**src/rtl/gmii_tx_arbiter.sv**
```systemverilog
// Two-requester GMII transmit arbiter: grants round-robin, then frames the winner's
// payload with preamble/SFD, flags underruns with TX_ER and enforces the inter-packet gap.
module gmii_tx_arbiter #(
    parameter int PREAMBLE_LEN = 7,
    parameter int IPG_CYCLES   = 12
) (
    input  logic       GTX_CLK,
    input  logic       mr_main_reset,
    input  logic       code_sync_status,
    input  logic       transmitting,
    input  logic       req0,
    input  logic       req1,
    input  logic [7:0] data0,
    input  logic [7:0] data1,
    input  logic       valid0,
    input  logic       valid1,
    input  logic       last0,
    input  logic       last1,
    output logic       gnt0,
    output logic       gnt1,
    output logic       ready0,
    output logic       ready1,
    output logic [7:0] TXD,
    output logic       TX_EN,
    output logic       TX_ER,
    output logic       busy
);

    // state    | meaning
    // IDLE     | no owner, waiting for a request with link synced and PCS free
    // PREAMBLE | shifting out 0x55 bytes (first one was loaded on the start edge)
    // SFD      | registering the 0xD5 start-of-frame delimiter
    // DATA     | owner's bytes accepted and forwarded one cycle later
    // DRAIN    | underrun seen, owner's remaining bytes discarded up to last
    // IPG      | TX_EN held low for the gap, then the grant is released
    typedef enum logic [2:0] {
        IDLE,
        PREAMBLE,
        SFD,
        DATA,
        DRAIN,
        IPG
    } state_t;

    localparam int CNT_MAX = (IPG_CYCLES > PREAMBLE_LEN) ? IPG_CYCLES : PREAMBLE_LEN;
    localparam int CNT_W   = $clog2(CNT_MAX + 1);
    // PREAMBLE lasts one cycle less than the byte count; the last 0x55 is shown during SFD.
    localparam logic [CNT_W-1:0] PRE_LOAD = CNT_W'((PREAMBLE_LEN > 1) ? PREAMBLE_LEN - 2 : 0);
    localparam logic [CNT_W-1:0] IPG_LOAD = CNT_W'(IPG_CYCLES);

    state_t           state;
    logic [CNT_W-1:0] cnt;
    logic             last_grant;
    logic             start;
    logic             pick1;
    logic             sel_valid;
    logic             sel_last;
    logic [7:0]       sel_data;

    assign start     = (req0 | req1) & code_sync_status & ~transmitting;
    assign pick1     = req1 & (~req0 | ~last_grant);
    assign sel_valid = gnt1 ? valid1 : valid0;
    assign sel_last  = gnt1 ? last1 : last0;
    assign sel_data  = gnt1 ? data1 : data0;
    assign ready0    = ((state == DATA) || (state == DRAIN)) & gnt0;
    assign ready1    = ((state == DATA) || (state == DRAIN)) & gnt1;
    assign busy      = (state != IDLE);

    always_ff @(posedge GTX_CLK or negedge mr_main_reset) begin
        if (!mr_main_reset) begin
            state      <= IDLE;
            cnt        <= '0;
            last_grant <= 1'b1;
            gnt0       <= 1'b0;
            gnt1       <= 1'b0;
            TXD        <= 8'h00;
            TX_EN      <= 1'b0;
            TX_ER      <= 1'b0;
        end else begin
            case (state)
                IDLE: begin
                    TXD   <= 8'h00;
                    TX_EN <= 1'b0;
                    TX_ER <= 1'b0;
                    if (start) begin
                        gnt0       <= ~pick1;
                        gnt1       <= pick1;
                        last_grant <= pick1;
                        TXD        <= 8'h55;
                        TX_EN      <= 1'b1;
                        cnt        <= PRE_LOAD;
                        state      <= (PREAMBLE_LEN > 1) ? PREAMBLE : SFD;
                    end
                end
                PREAMBLE: begin
                    TXD <= 8'h55;
                    if (cnt == '0) begin
                        state <= SFD;
                    end else begin
                        cnt <= cnt - CNT_W'(1);
                    end
                end
                SFD: begin
                    TXD   <= 8'hD5;
                    state <= DATA;
                end
                DATA: begin
                    TX_EN <= 1'b1;
                    if (sel_valid) begin
                        TXD   <= sel_data;
                        TX_ER <= 1'b0;
                        if (sel_last) begin
                            cnt   <= IPG_LOAD;
                            state <= IPG;
                        end
                    end else begin
                        // underrun: poison the frame for one cycle, then swallow the rest
                        TXD   <= 8'h00;
                        TX_ER <= 1'b1;
                        state <= DRAIN;
                    end
                end
                DRAIN: begin
                    TXD   <= 8'h00;
                    TX_EN <= 1'b0;
                    TX_ER <= 1'b0;
                    if (sel_valid && sel_last) begin
                        cnt   <= IPG_LOAD;
                        state <= IPG;
                    end
                end
                IPG: begin
                    TXD   <= 8'h00;
                    TX_EN <= 1'b0;
                    TX_ER <= 1'b0;
                    if (cnt == '0) begin
                        gnt0  <= 1'b0;
                        gnt1  <= 1'b0;
                        state <= IDLE;
                    end else begin
                        cnt <= cnt - CNT_W'(1);
                    end
                end
                default: begin
                    state <= IDLE;
                    gnt0  <= 1'b0;
                    gnt1  <= 1'b0;
                    TXD   <= 8'h00;
                    TX_EN <= 1'b0;
                    TX_ER <= 1'b0;
                end
            endcase
        end
    end

endmodule

```
**config.mk**
```make
export PLATFORM = sky130hd
export DESIGN_NAME = gmii_tx_arbiter
export DESIGN_NICKNAME = d
export VERILOG_FILES = /design/src/rtl/gmii_tx_arbiter.sv
export SDC_FILE = /design/constraint.sdc
export NUM_CORES = 1
export LEC_CHECK = 0
export BUFFER_PORTS_ARGS = -buffer_cell sky130_fd_sc_hd__buf_2
export CORE_MARGIN = 4
export CORE_UTILIZATION = 44
export DETAILED_ROUTE_END_ITERATION = 12
export HOLD_SLACK_MARGIN = 0.1
export PLACE_DENSITY = 0.8
export SETUP_SLACK_MARGIN = 0.05
export SYNTH_ARGS = -nofsm -noshare
export SYNTH_HDL_FRONTEND = slang
export SYNTH_SLANG_ARGS = --single-unit
```
**constraint.sdc**
```tcl
create_clock -name GTX_CLK -period 1.6 [get_ports GTX_CLK]
set_clock_uncertainty 0.15 [all_clocks]
set_input_delay 0.16 -clock GTX_CLK [delete_from_list [all_inputs] [get_ports GTX_CLK]]
set_output_delay 0.16 -clock GTX_CLK [all_outputs]
set_load 0.03 [all_outputs]
```
After elaboration in Yosys (flattened, before gate mapping)
Cells that the tools add are included.
- register bits: 20
- input bits: 26
- logic and storage cells: 75
- add/subtract/negate cells: 1
- equal/unequal tests: 13
- multiplexer cells: 28
- bitwise logic cells: 12
- reduce and logical (&&, ||, !) cells: 13
- operators with widths (kind ; number):
    $pmux 8 s4 ; 1
    $mux 4 ; 5
    $mux 3 ; 6
    $pmux 3 s6 ; 1
    $mux 8 ; 2
    $pmux 4 s4 ; 1
    $ne 2x2->1 const B ; 6
    $pmux 1 s3 ; 3
    $mux 1 ; 7
    $mux 7 ; 1
    $eq 3x2->1 const B ; 2
    $eq 3x3->1 const B ; 2
    $reduce_and 6->1 ; 1
    $and 1x1->1 ; 5
    $not 1->1 ; 5
    $reduce_and 5->1 ; 1
    $logic_not 4->1 ; 1
    $reduce_bool 4->1 ; 1
    $reduce_or 2->1 ; 2
    $reduce_or 4->1 ; 1
    $sub 4x1->4 const B ; 1
    $eq 3x1->1 const B ; 1
    $logic_not 3->1 ; 1
    $ne 3x3->1 const B ; 1
    8 further kinds ; 9

Longest topological paths before layout
- word-level depth: 6
- mapped depth: 5

Worst setup path after synthesis
Ideal clock, no wire load.
- path type: reg2out
- start: register gnt1
- end: output ready1
- data arrival time: 1.589 ns
- path slack: -0.299 ns
- cell stages (with the launch flop): 4
- buffers on the path: 2
- path through: dfrtp_1 -> buf_6 -> clkbuf_1 -> nor2b_1
- cells in the longest elaborated chain, start to end: 1
- ends and longest elaborated chain (element ; line ; text):
    start, declared ; 20 ; output logic gnt1,
    start signal, assigned ; 87 ; gnt1 <= pick1;
    $and 1x1->1 ; 66 ; assign ready1 = ((state == DATA) || (state == DRAIN)) & gnt1;
    end, declared ; 22 ; output logic ready1,
Every way passes these cells.

Worst setup path in the final report
- start: register state[2]
- end: output ready1
- cells in the longest elaborated chain, start to end: 3
- ends and longest elaborated chain (element ; line ; text):
    start, declared ; 51 ; state_t state;
    start signal, assigned ; 92 ; state <= (PREAMBLE_LEN > 1) ? PREAMBLE : SFD;
    $eq 3x2->1 / $eq 3x3->1 (equally long branches) ; 66 ;
    $logic_or 1x1->1 * ; 66 ;
    $and 1x1->1 * ; 66 ;
Mark *: on every way between the ends. The rest lies on a longest branch, timed or not.

==> metrics.txt <==
status=finished with violations; violated checks=negative setup slack; Cells after DPL=213; Max VDD drop=1410 µV; sw power=1.79 mW; GP Congestion=0.895; number of port buffers=40; final wirelength=4340 µm; syn_nets=147; main combinational cell family by area after synthesis=compound AO/OA/AOI/OAI gates; CTS tree=built; DR iter-0 viols=91; Synth Register Bits=20; Slew Viols, Final=0; clock power share=0.076; vias in the first global route=1494; unrepaired setup endpoints after global routing=yes; Slew @ Worst Pin=0.471 ns; Final Hold Vio Count=0; post-DR vias/cell=5.59; Worst EP arrival=1.50 ns; Final ANT Viol Nets=0; Async SR Flop Fraction=1.00; max-cap viol count=0; Combinational Power Share=0.707; first-pass GRT wire length=6760 µm; Pre-antenna DRT Iters=4; WL/cell=17.6 µm; Reg power frac=0.217; Final Cell Area=2100 µm²; clk sink count=20; clock-pin slew on the worst setup and hold paths=0.12 ns; PwrDens=1970 nW/µm²; mean post-synth cell area=9.91 µm²; I/O pin cnt=41; Post-layout nets=245; Ys Warns=0; GRT Overall Usage=0.261; Power Total=4.14 mW; dpl cell area=1640 µm²; initial antenna violation count=0; CTS Buf Count=3; worst hold path type=in -> reg; Filler cells=144; area occupied by multi-input gates=753 µm²; Post-Synth Adder-Cell Area=0.0212; flop2flop setup slack=-0.19 ns; Final Cycle Share=1.13; Vias=1375; CP Launch Type=flip-flop; post-synth cell types=42; Antenna diodes=0; Gate Count Post-Synth=119; Slew headroom=0.686; fmax=553 MHz; Seq/Total Area, Yosys=0.425; number of synthesized flops with an enable pin=0; Root Driver=clkbuf_4; CP Data Required Time=1.29 ns; Leak=0.989 nW; pin count of the biggest net entering global routing=21; # rows=18; Die Span Y=59.8 µm; CP endpoint kind=output port; Seq. cell area=505 µm²; fin cells=246; Max H-tree Level=1; Congestion Overflow GR=0; sw frac=0.432; CTS max path bufs=2; core area=2520 µm²; final worst-path setup slack=-0.210 ns; worst skew pair latency=0.33 ns; Die Area=3570 µm²; mux cell area share after synthesis=0.125; Post-Synth Simple-Gate Area=0.191; Syn-to-layout area delta=78.3%; layout cells sized above 1=0.574; WHS=0.103 ns; Netlist Area Pre-Place=1180 µm²; DRC=0; commonest non-fill, non-tap cell in the layout=buf_2; dpl hpwl=2450 µm; time the worst path needs with I/O delays and setup=1.81 ns; Die W=59.8 µm; Setup-failing EPs final=15; post-synthesis compound-gate area fraction=0.199; WS Path Type=reg -> out; initial core utilization=0.468; top_reg_cell synth=dfrtp_1; xor and xnor fraction of the mapped netlist area=0; P_int=2.35 mW; CP Max Fanout=4; most frequent cells in the layout=buf_2 (36), buf_4 (31), dlygate4sd3_1 (17)
## cell usage after synthesis, types with 3 or more instances
cell | n | area [µm²]
clkbuf_1 | 5 | 18.8
inv_1 | 4 | 15.0
nor2b_1 | 4 | 25.0
mux2i_1 | 8 | 80.1
dfrtp_1 | 19 | 475
o21ai_0 | 10 | 50.1
o31ai_1 | 3 | 22.5
nor3_1 | 3 | 15.0
nand2_1 | 5 | 18.8
nor2_1 | 12 | 45.0
a21oi_1 | 8 | 40.0
## sequential cells by signal, summed over array words and instances, names as in the netlist
name	cells
TXD	8
TX_EN	1
TX_ER	1
cnt	4
gnt0	1
gnt1	1
last_grant	1
state	3
## stage by stage
step | TNS, ns | utilization | worst slack [ns]
after floorplan | -0.520 | - | -0.177
after global placement | -0.149 | 0.652 | -0.0617
after detailed placement | -0.630 | 0.652 | -0.113
after CTS | -0.758 | 0.801 | -0.131
after global routing | -2.69 | 0.834 | -0.256
final | -1.71 | 0.834 | -0.210
## cell families (layout without fill, tap and decap cells)
kind of cell | after synthesis | in the layout
DFF | 20 | 20
and+or+nand+nor | 40 | 40
muxes | 13 | 13
adders and majority gates | 2 | 2
AOI/OAI and AO/OA | 34 | 34
buffers and inverters | 10 | 107
## area by class of cell
class / count / share of cell area
Inverter: 4 / 0.00714
Multi-Input combinational cell: 89 / 0.358
Clock buffer: 4 / 0.0173
Tap cell: 30 / 0.0178
Timing Repair Buffer: 99 / 0.359
Sequential cell: 20 / 0.240
## worst max-delay path: stages (launching register included)
cell and delay [ns]:
dfrtp_2 0.45, nand3b_1 0.23, a21boi_2 0.22, nor2b_2 0.14, buf_6 0.14
## path summary, 6_finish.rpt
path,start,to,depth (start not counted)
setup reg to reg,state[2],state[2],6
min in group asynchronous,mr_main_reset,TXD[7],2
setup / recovery,state[2],ready1,4
hold / removal,data1[7],TXD[7],4
max in group asynchronous,mr_main_reset,state[2],2
hold reg to reg,TX_EN,TX_EN,2
## metal layers
| metal | vias to the layer above | GRT usage | routed length (µm) |
|---|---|---|---|
| li1 | 626 | - | - |
| met1 | 652 | 0.254 | 1490 |
| met2 | 79 | 0.481 | 2260 |
| met3 | 18 | 0.0756 | 375 |
| met4 | 0 | 0.149 | 210 |
| met5 | - | 0 | 0 |
## power by group through the flow
stage / sequential (mW) / combinational [mW] / clock [mW]
after floorplan: 1.10 / 1.12 / 0
after global placement: 0.878 / 2.10 / 0
after detailed placement: 0.887 / 2.18 / 0
after CTS: 0.891 / 2.62 / 0.318
after global routing: 0.919 / 3.13 / 0.336
final: 0.898 / 2.93 / 0.315
## timing repair
item | 4_1_cts | 5_1_grt
hold endpoints to repair | 30 | 0
pin swaps | 14 | 10
resized for setup | 28 | 22
setup buffers | 9 | 5
endpoints found under the setup margin | 14 | 22
hold buffers | 17 | 0
(Power assumes the default switching activity.)
